[src/rtl/ifb_pkg.sv]
// Shared types and default sizes for the instruction fetch buffer.
package ifb_pkg;

   localparam int unsigned DEPTH_DEF = 4;
   localparam int unsigned AW_DEF    = 16;
   localparam int unsigned DW_DEF    = 16;

   // Fetch sequencer states: idle, request outstanding, stale request outstanding.
   typedef enum logic [1:0] {
      IDLE = 2'd0,
      WAIT = 2'd1,
      DROP = 2'd2
   } fetch_state_t;

   // Pointer width for a FIFO of the given depth (depth is a power of two, >= 2).
   function automatic int unsigned ptr_width(input int unsigned depth);
      return $clog2(depth);
   endfunction

endpackage

[src/rtl/ifb_fifo.sv]
// Small FIFO holding {address, instruction} pairs with a zero-latency head output.
module ifb_fifo
   import ifb_pkg::*;
#(
   parameter int unsigned DEPTH = DEPTH_DEF,
   parameter int unsigned W     = AW_DEF + DW_DEF
) (
   input  logic                           clk,
   input  logic                           reset,
   input  logic                           push,
   input  logic                           pop,
   input  logic                           flush,
   input  logic [W-1:0]                   wdata,
   output logic [W-1:0]                   rdata,
   output logic [ptr_width(DEPTH):0]      count
);

   localparam int unsigned PW = ptr_width(DEPTH);
   localparam int unsigned CW = PW + 1;

   logic [W-1:0]  mem [DEPTH];
   logic [PW-1:0] head;
   logic [PW-1:0] tail;
   logic          do_push;
   logic          do_pop;

   // Qualify pop by occupancy; a push is allowed at full only alongside a pop.
   always_comb begin
      do_pop  = pop && (count != '0);
      do_push = push && ((count != CW'(DEPTH)) || do_pop);
   end

   // Entry storage; contents are don't-care until pushed.
   always_ff @(posedge clk) begin
      if (do_push && !flush) begin
         mem[tail] <= wdata;
      end
   end

   // Pointer and occupancy tracking; flush empties the FIFO ahead of push/pop.
   always_ff @(posedge clk or posedge reset) begin
      if (reset) begin
         head  <= '0;
         tail  <= '0;
         count <= '0;
      end else if (flush) begin
         head  <= '0;
         tail  <= '0;
         count <= '0;
      end else begin
         if (do_push) begin
            tail <= tail + PW'(1);
         end
         if (do_pop) begin
            head <= head + PW'(1);
         end
         if (do_push && !do_pop) begin
            count <= count + CW'(1);
         end else if (do_pop && !do_push) begin
            count <= count - CW'(1);
         end
      end
   end

   // Head entry, forced to zero while empty so the output never shows stale data.
   assign rdata = (count != '0) ? mem[head] : '0;

endmodule

[src/rtl/ifetch_buf.sv]
// Instruction fetch buffer: sequential prefetch over a req/ack memory port into a FIFO.
module ifetch_buf
   import ifb_pkg::*;
#(
   parameter int unsigned DEPTH = DEPTH_DEF,
   parameter int unsigned AW    = AW_DEF,
   parameter int unsigned DW    = DW_DEF
) (
   input  logic          clk,
   input  logic          reset,
   input  logic          redirect,
   input  logic [AW-1:0] redirect_addr,
   output logic          mem_req,
   output logic [AW-1:0] mem_addr,
   input  logic          mem_ack,
   input  logic [DW-1:0] mem_data,
   output logic          ins_valid,
   output logic [DW-1:0] ins,
   output logic [AW-1:0] ins_pc,
   input  logic          ins_take
);

   localparam int unsigned CW = ptr_width(DEPTH) + 1;

   fetch_state_t     state;
   fetch_state_t     state_nxt;
   logic [AW-1:0]    fetch_pc;
   logic [AW-1:0]    req_addr;
   logic [CW-1:0]    count;
   logic [AW+DW-1:0] head_entry;
   logic             room;
   logic             issue;
   logic             push;
   logic             advance;

   assign room = (count < CW'(DEPTH));

   // State register.
   always_ff @(posedge clk or posedge reset) begin
      if (reset) begin
         state <= IDLE;
      end else begin
         state <= state_nxt;
      end
   end

   // Next-state logic; an ack always ends the outstanding request.
   always_comb begin
      state_nxt = state;
      case (state)
         IDLE: begin
            if (room && !redirect) begin
               state_nxt = WAIT;
            end
         end
         WAIT: begin
            if (mem_ack) begin
               state_nxt = IDLE;
            end else if (redirect) begin
               state_nxt = DROP;
            end
         end
         DROP: begin
            if (mem_ack) begin
               state_nxt = IDLE;
            end
         end
         default: state_nxt = IDLE;
      endcase
   end

   // Control decode: issue a request, or accept returned data unless redirected.
   always_comb begin
      issue   = 1'b0;
      push    = 1'b0;
      advance = 1'b0;
      case (state)
         IDLE: issue = room && !redirect;
         WAIT: begin
            push    = mem_ack && !redirect;
            advance = mem_ack && !redirect;
         end
         default: ;
      endcase
   end

   // Fetch address, latched request address and registered request strobe.
   always_ff @(posedge clk or posedge reset) begin
      if (reset) begin
         fetch_pc <= '0;
         req_addr <= '0;
         mem_req  <= 1'b0;
      end else begin
         if (redirect) begin
            fetch_pc <= redirect_addr;
         end else if (advance) begin
            fetch_pc <= fetch_pc + AW'(1);
         end
         if (issue) begin
            req_addr <= fetch_pc;
         end
         mem_req <= (state_nxt != IDLE);
      end
   end

   assign mem_addr = req_addr;

   ifb_fifo #(
      .DEPTH (DEPTH),
      .W     (AW + DW)
   ) u_fifo (
      .clk   (clk),
      .reset (reset),
      .push  (push),
      .pop   (ins_take),
      .flush (redirect),
      .wdata ({req_addr, mem_data}),
      .rdata (head_entry),
      .count (count)
   );

   assign ins_valid = (count != '0);
   assign ins       = head_entry[DW-1:0];
   assign ins_pc    = head_entry[AW+DW-1:DW];

endmodule

[config.mk]
export PLATFORM = sky130hd
export DESIGN_NAME = ifetch_buf
export DESIGN_NICKNAME = d
export VERILOG_FILES = /design/src/rtl/ifb_pkg.sv /design/src/rtl/ifb_fifo.sv /design/src/rtl/ifetch_buf.sv
export SDC_FILE = /design/constraint.sdc
export NUM_CORES = 1
export LEC_CHECK = 0
export ABC_CLOCK_PERIOD_IN_PS = 6000
export CAP_MARGIN = 40
export CORE_MARGIN = 1
export CORE_UTILIZATION = 25
export CTS_BUF_LIST = sky130_fd_sc_hd__clkbuf_8
export DETAILED_ROUTE_END_ITERATION = 8
export GPL_ROUTABILITY_DRIVEN = 1
export HOLD_SLACK_MARGIN = 0.08
export PLACE_DENSITY = 0.44
export SLEW_MARGIN = 20
export SYNTH_ARGS = -nofsm -noshare
export SYNTH_HDL_FRONTEND = slang
export SYNTH_SLANG_ARGS = --single-unit
export TNS_END_PERCENT = 10
[constraint.sdc]
create_clock -name clk -period 6 [get_ports clk]
set_input_delay 0.9 -clock clk [delete_from_list [all_inputs] [get_ports clk]]
set_output_delay 0.9 -clock clk [all_outputs]
set_load 0.02 [all_outputs]
==> impl_metrics.ini <==
[logic_synthesis]
syn_inst = 410
synth_top_cell_by_area = edfxtp_1
ys.flop_type = edfxtp_1
ys_seq_area_share_pct = 70.2
synth.avg_cell_area_sq_um = 17.0
yosysMostFrequentCell = edfxtp_1
ys_warn_count = 0
synth-seq-cells = 170
synth_fp_nets = 453
ys_async_sr_fraction_pct = 24.7
syn_area_sq_um = 6970
synth_common_cells = 128 x edfxtp_1, 42 x dfrtp_1, 36 x and2_1
synth_edf_count = 128
synthTopCellsByArea = edfxtp_1 55%, dfrtp_1 15%, mux4_2 10%
synth_top_area_share_pct = 55.1
yosysUniqueCellTypes = 43

[pwr]
power_density_nw_per_um2 = 365
leakage_uw = 0.00284
max-vdd-ir-drop_mv = 0.140
power_uw = 3200

[status]
status = complete, no violations

[setup_path]
ff2ff_setup_slack_ns = 3.47
r2r_start = state[1]$_DFF_PP0_
cp.required_ns = 5.10
critPathArrivalTime_ns = 2.85
reg2reg_to = u_fifo.mem[0][0]$_DFFE_PP_
crit_buf_inv = 2
crit_path_start_kind = flip-flop
worstSetupPathType = flip-flop to output port
worstRegToRegCells = 4
worst_setup_path_end_kind = output port
crit_family = buffers and inverters
critPathMaxFanout = 25
max_stage_delay_ns = 0.59
cp_slowest_cell = dfrtp_2
path_cells = buf_4, mux4_2, and2_1, clkdlybuf4s50_1

[floorplan]
dieHeight_um = 169
rows = 60
core_sq_um = 27200
dieWidth_um = 169
io_pins = 87
dieArea_sq_um = 28600
initial_core_util_pct = 25.7

[sta]
fmax_mhz = 267
hold_viol_final = 0
timing.final.crit_share_pct = 62.4
slew_viol_final = 0
tns_ns = 0
final-setup-viol-count = 0
whs_ns = 0.554
layout_min_cycle_time_ns = 3.75
slew_headroom_pct = 58.7
grt_setup_unrepaired = no
fin_ws_ns = 2.25
finClkSkew_ns = 0.0113
tightest_slew_ns = 0.611

[grt]
grt_pass1_vias = 4144
grt_max_degree = 43
antenna_found_initial = 0
grt_pass1_wl_um = 23900
overflow = 0
grt_util_all_layers_pct = 11.2

[cts]
clkTransAtPathRegs_ns = 0.09
cts_root_buffer = clkbuf_8
htreeDepth = 4
cts_resized = 0
numCtsBuffers = 17
clock-sinks = 170
cts_tree = built
cts_setup_buffers = 0
clkLatencyLatePin_ns = 0.44
clockBufferDepth = 2
cts_hold_buf = 0

[placement]
dp_hpwl_um = 9900
gp_congestion = 0.770
io_buffer_count = 86
preCtsSetupSlack_ns = 2.29

[drt]
routed.top_layer = met4
postRouteAntennaNets = 0
postRouteWirelength_um = 15100
wl_met3_um = 587
num_vias = 3790
routedWlPerCell_um = 17.0
drt_iter0_markers = 271
drc_errors = 0
wl_met2_um = 7320
avgViaCountPerCell = 4.27
drtPass1Iterations = 4
drt-met1-wl_um = 7100

[min_path]
hold_class = flip-flop to flip-flop
min_from = mem_addr[13]$_DFFE_PP0P_
min_delay_path_depth = 0
hold_end = u_fifo.mem[2][29]$_DFFE_PP_

[finish]
fin_nets = 547
antennaDiodeCount = 0
drive_gt1_share_pct = 19.0
syn2layout_area_growth_pct = 25.5

[run]
drv_cap = 0
==> cells by family (layout without fill, tap and decap cells) <==
group | after synthesis | in the layout | share of synthesized area [%]
DFF | 170 | 170 | 70.2
and+or+nand+nor | 104 | 104 | 8.56
muxes | 53 | 53 | 13.7
AOI/OAI and AO/OA | 32 | 32 | 2.89
buffers and inverters | 31 | 137 | 1.78
xor gates and xnor gates | 14 | 14 | 1.76
adders and majority gates | 6 | 6 | 1.18
==> cells in the final DEF, fill, tap and decap left out, drive strengths merged, types with 6 or more instances in the layout <==
cell type / synthesis / layout
dfrtp: 42 / 42
edfxtp: 128 / 128
inv: 9 / 14
buf: 6 / 11
nand2: 19 / 19
clkinv: 0 / 6
clkbuf: 16 / 17
o21ai: 14 / 14
clkdlybuf4s50: 0 / 86
nor4: 7 / 7
nand3: 8 / 8
nor2: 14 / 14
xnor2: 11 / 11
mux4: 32 / 32
and2: 36 / 36
mux2: 17 / 17
==> stage by stage <==
stage,util (%),instance area [sq um],instances
final,32.2,8750,888
after global routing,32.2,8750,888
after CTS,32.2,8750,888
after detailed placement,30.8,8380,857
after global placement,30.4,8260,850
after floorplan,-,6970,410
==> power breakdown <==
| part | total [uW] | internal (uW) | switching, uW |
|---|---|---|---|
| sequential | 1540 | 1400 | 140 |
| clock | 783 | 370 | 414 |
| combinational | 872 | 450 | 422 |
==> worst register-to-register path, cell delays in order (launching register included) <==
cell and delay (ns):
dfrtp_1 0.47, nand4bb_1 0.49, a31oi_1 0.55, and2_2 0.46, buf_12 0.24
==> registers in the layout, summed over array words and instances, names as in the netlist <==
register,cells
mem_addr,16
u_fifo.tail,2
u_fifo.count,3
state,2
mem_req,1
u_fifo.head,2
u_fifo.mem,128
fetch_pc,16
==> worst max-delay path by stage <==
stage	start	end	slack, ns	depth (start not counted)
floorplan	redirect	u_fifo.mem[0][0]$_DFFE_PP_	3.13	4
CTS	u_fifo.head[0]$_DFFE_PP0P_	ins_pc[1]	2.12	4
global placement	redirect	u_fifo.mem[3][3]$_DFFE_PP_	2.14	5
finish	u_fifo.head[0]$_DFFE_PP0P_	ins_pc[1]	2.25	4
detailed placement	redirect	u_fifo.mem[0][5]$_DFFE_PP_	2.29	6
global route	u_fifo.head[0]$_DFFE_PP0P_	ins_pc[1]	2.01	4
==> area by class of cell <==
cell class / instances / area, sq um
clock buffer: 17 / 234
clock inverter: 14 / 145
sequential: 170 / 4900
multi-input combinational: 209 / 1970
fill: 2711 / 18400
timing repair buffer: 97 / 1010
tap: 372 / 465
inverter: 9 / 33.8
==> routing by layer <==
metal | vias to the layer above | GRT usage [%]
met4 | 0 | 2.47
li1 | 1763 | -
met1 | 1941 | 14.7
met2 | 81 | 18.4
met3 | 5 | 3.20
met5 | - | 0
Note: power is estimated with default switching activity, not from simulation.
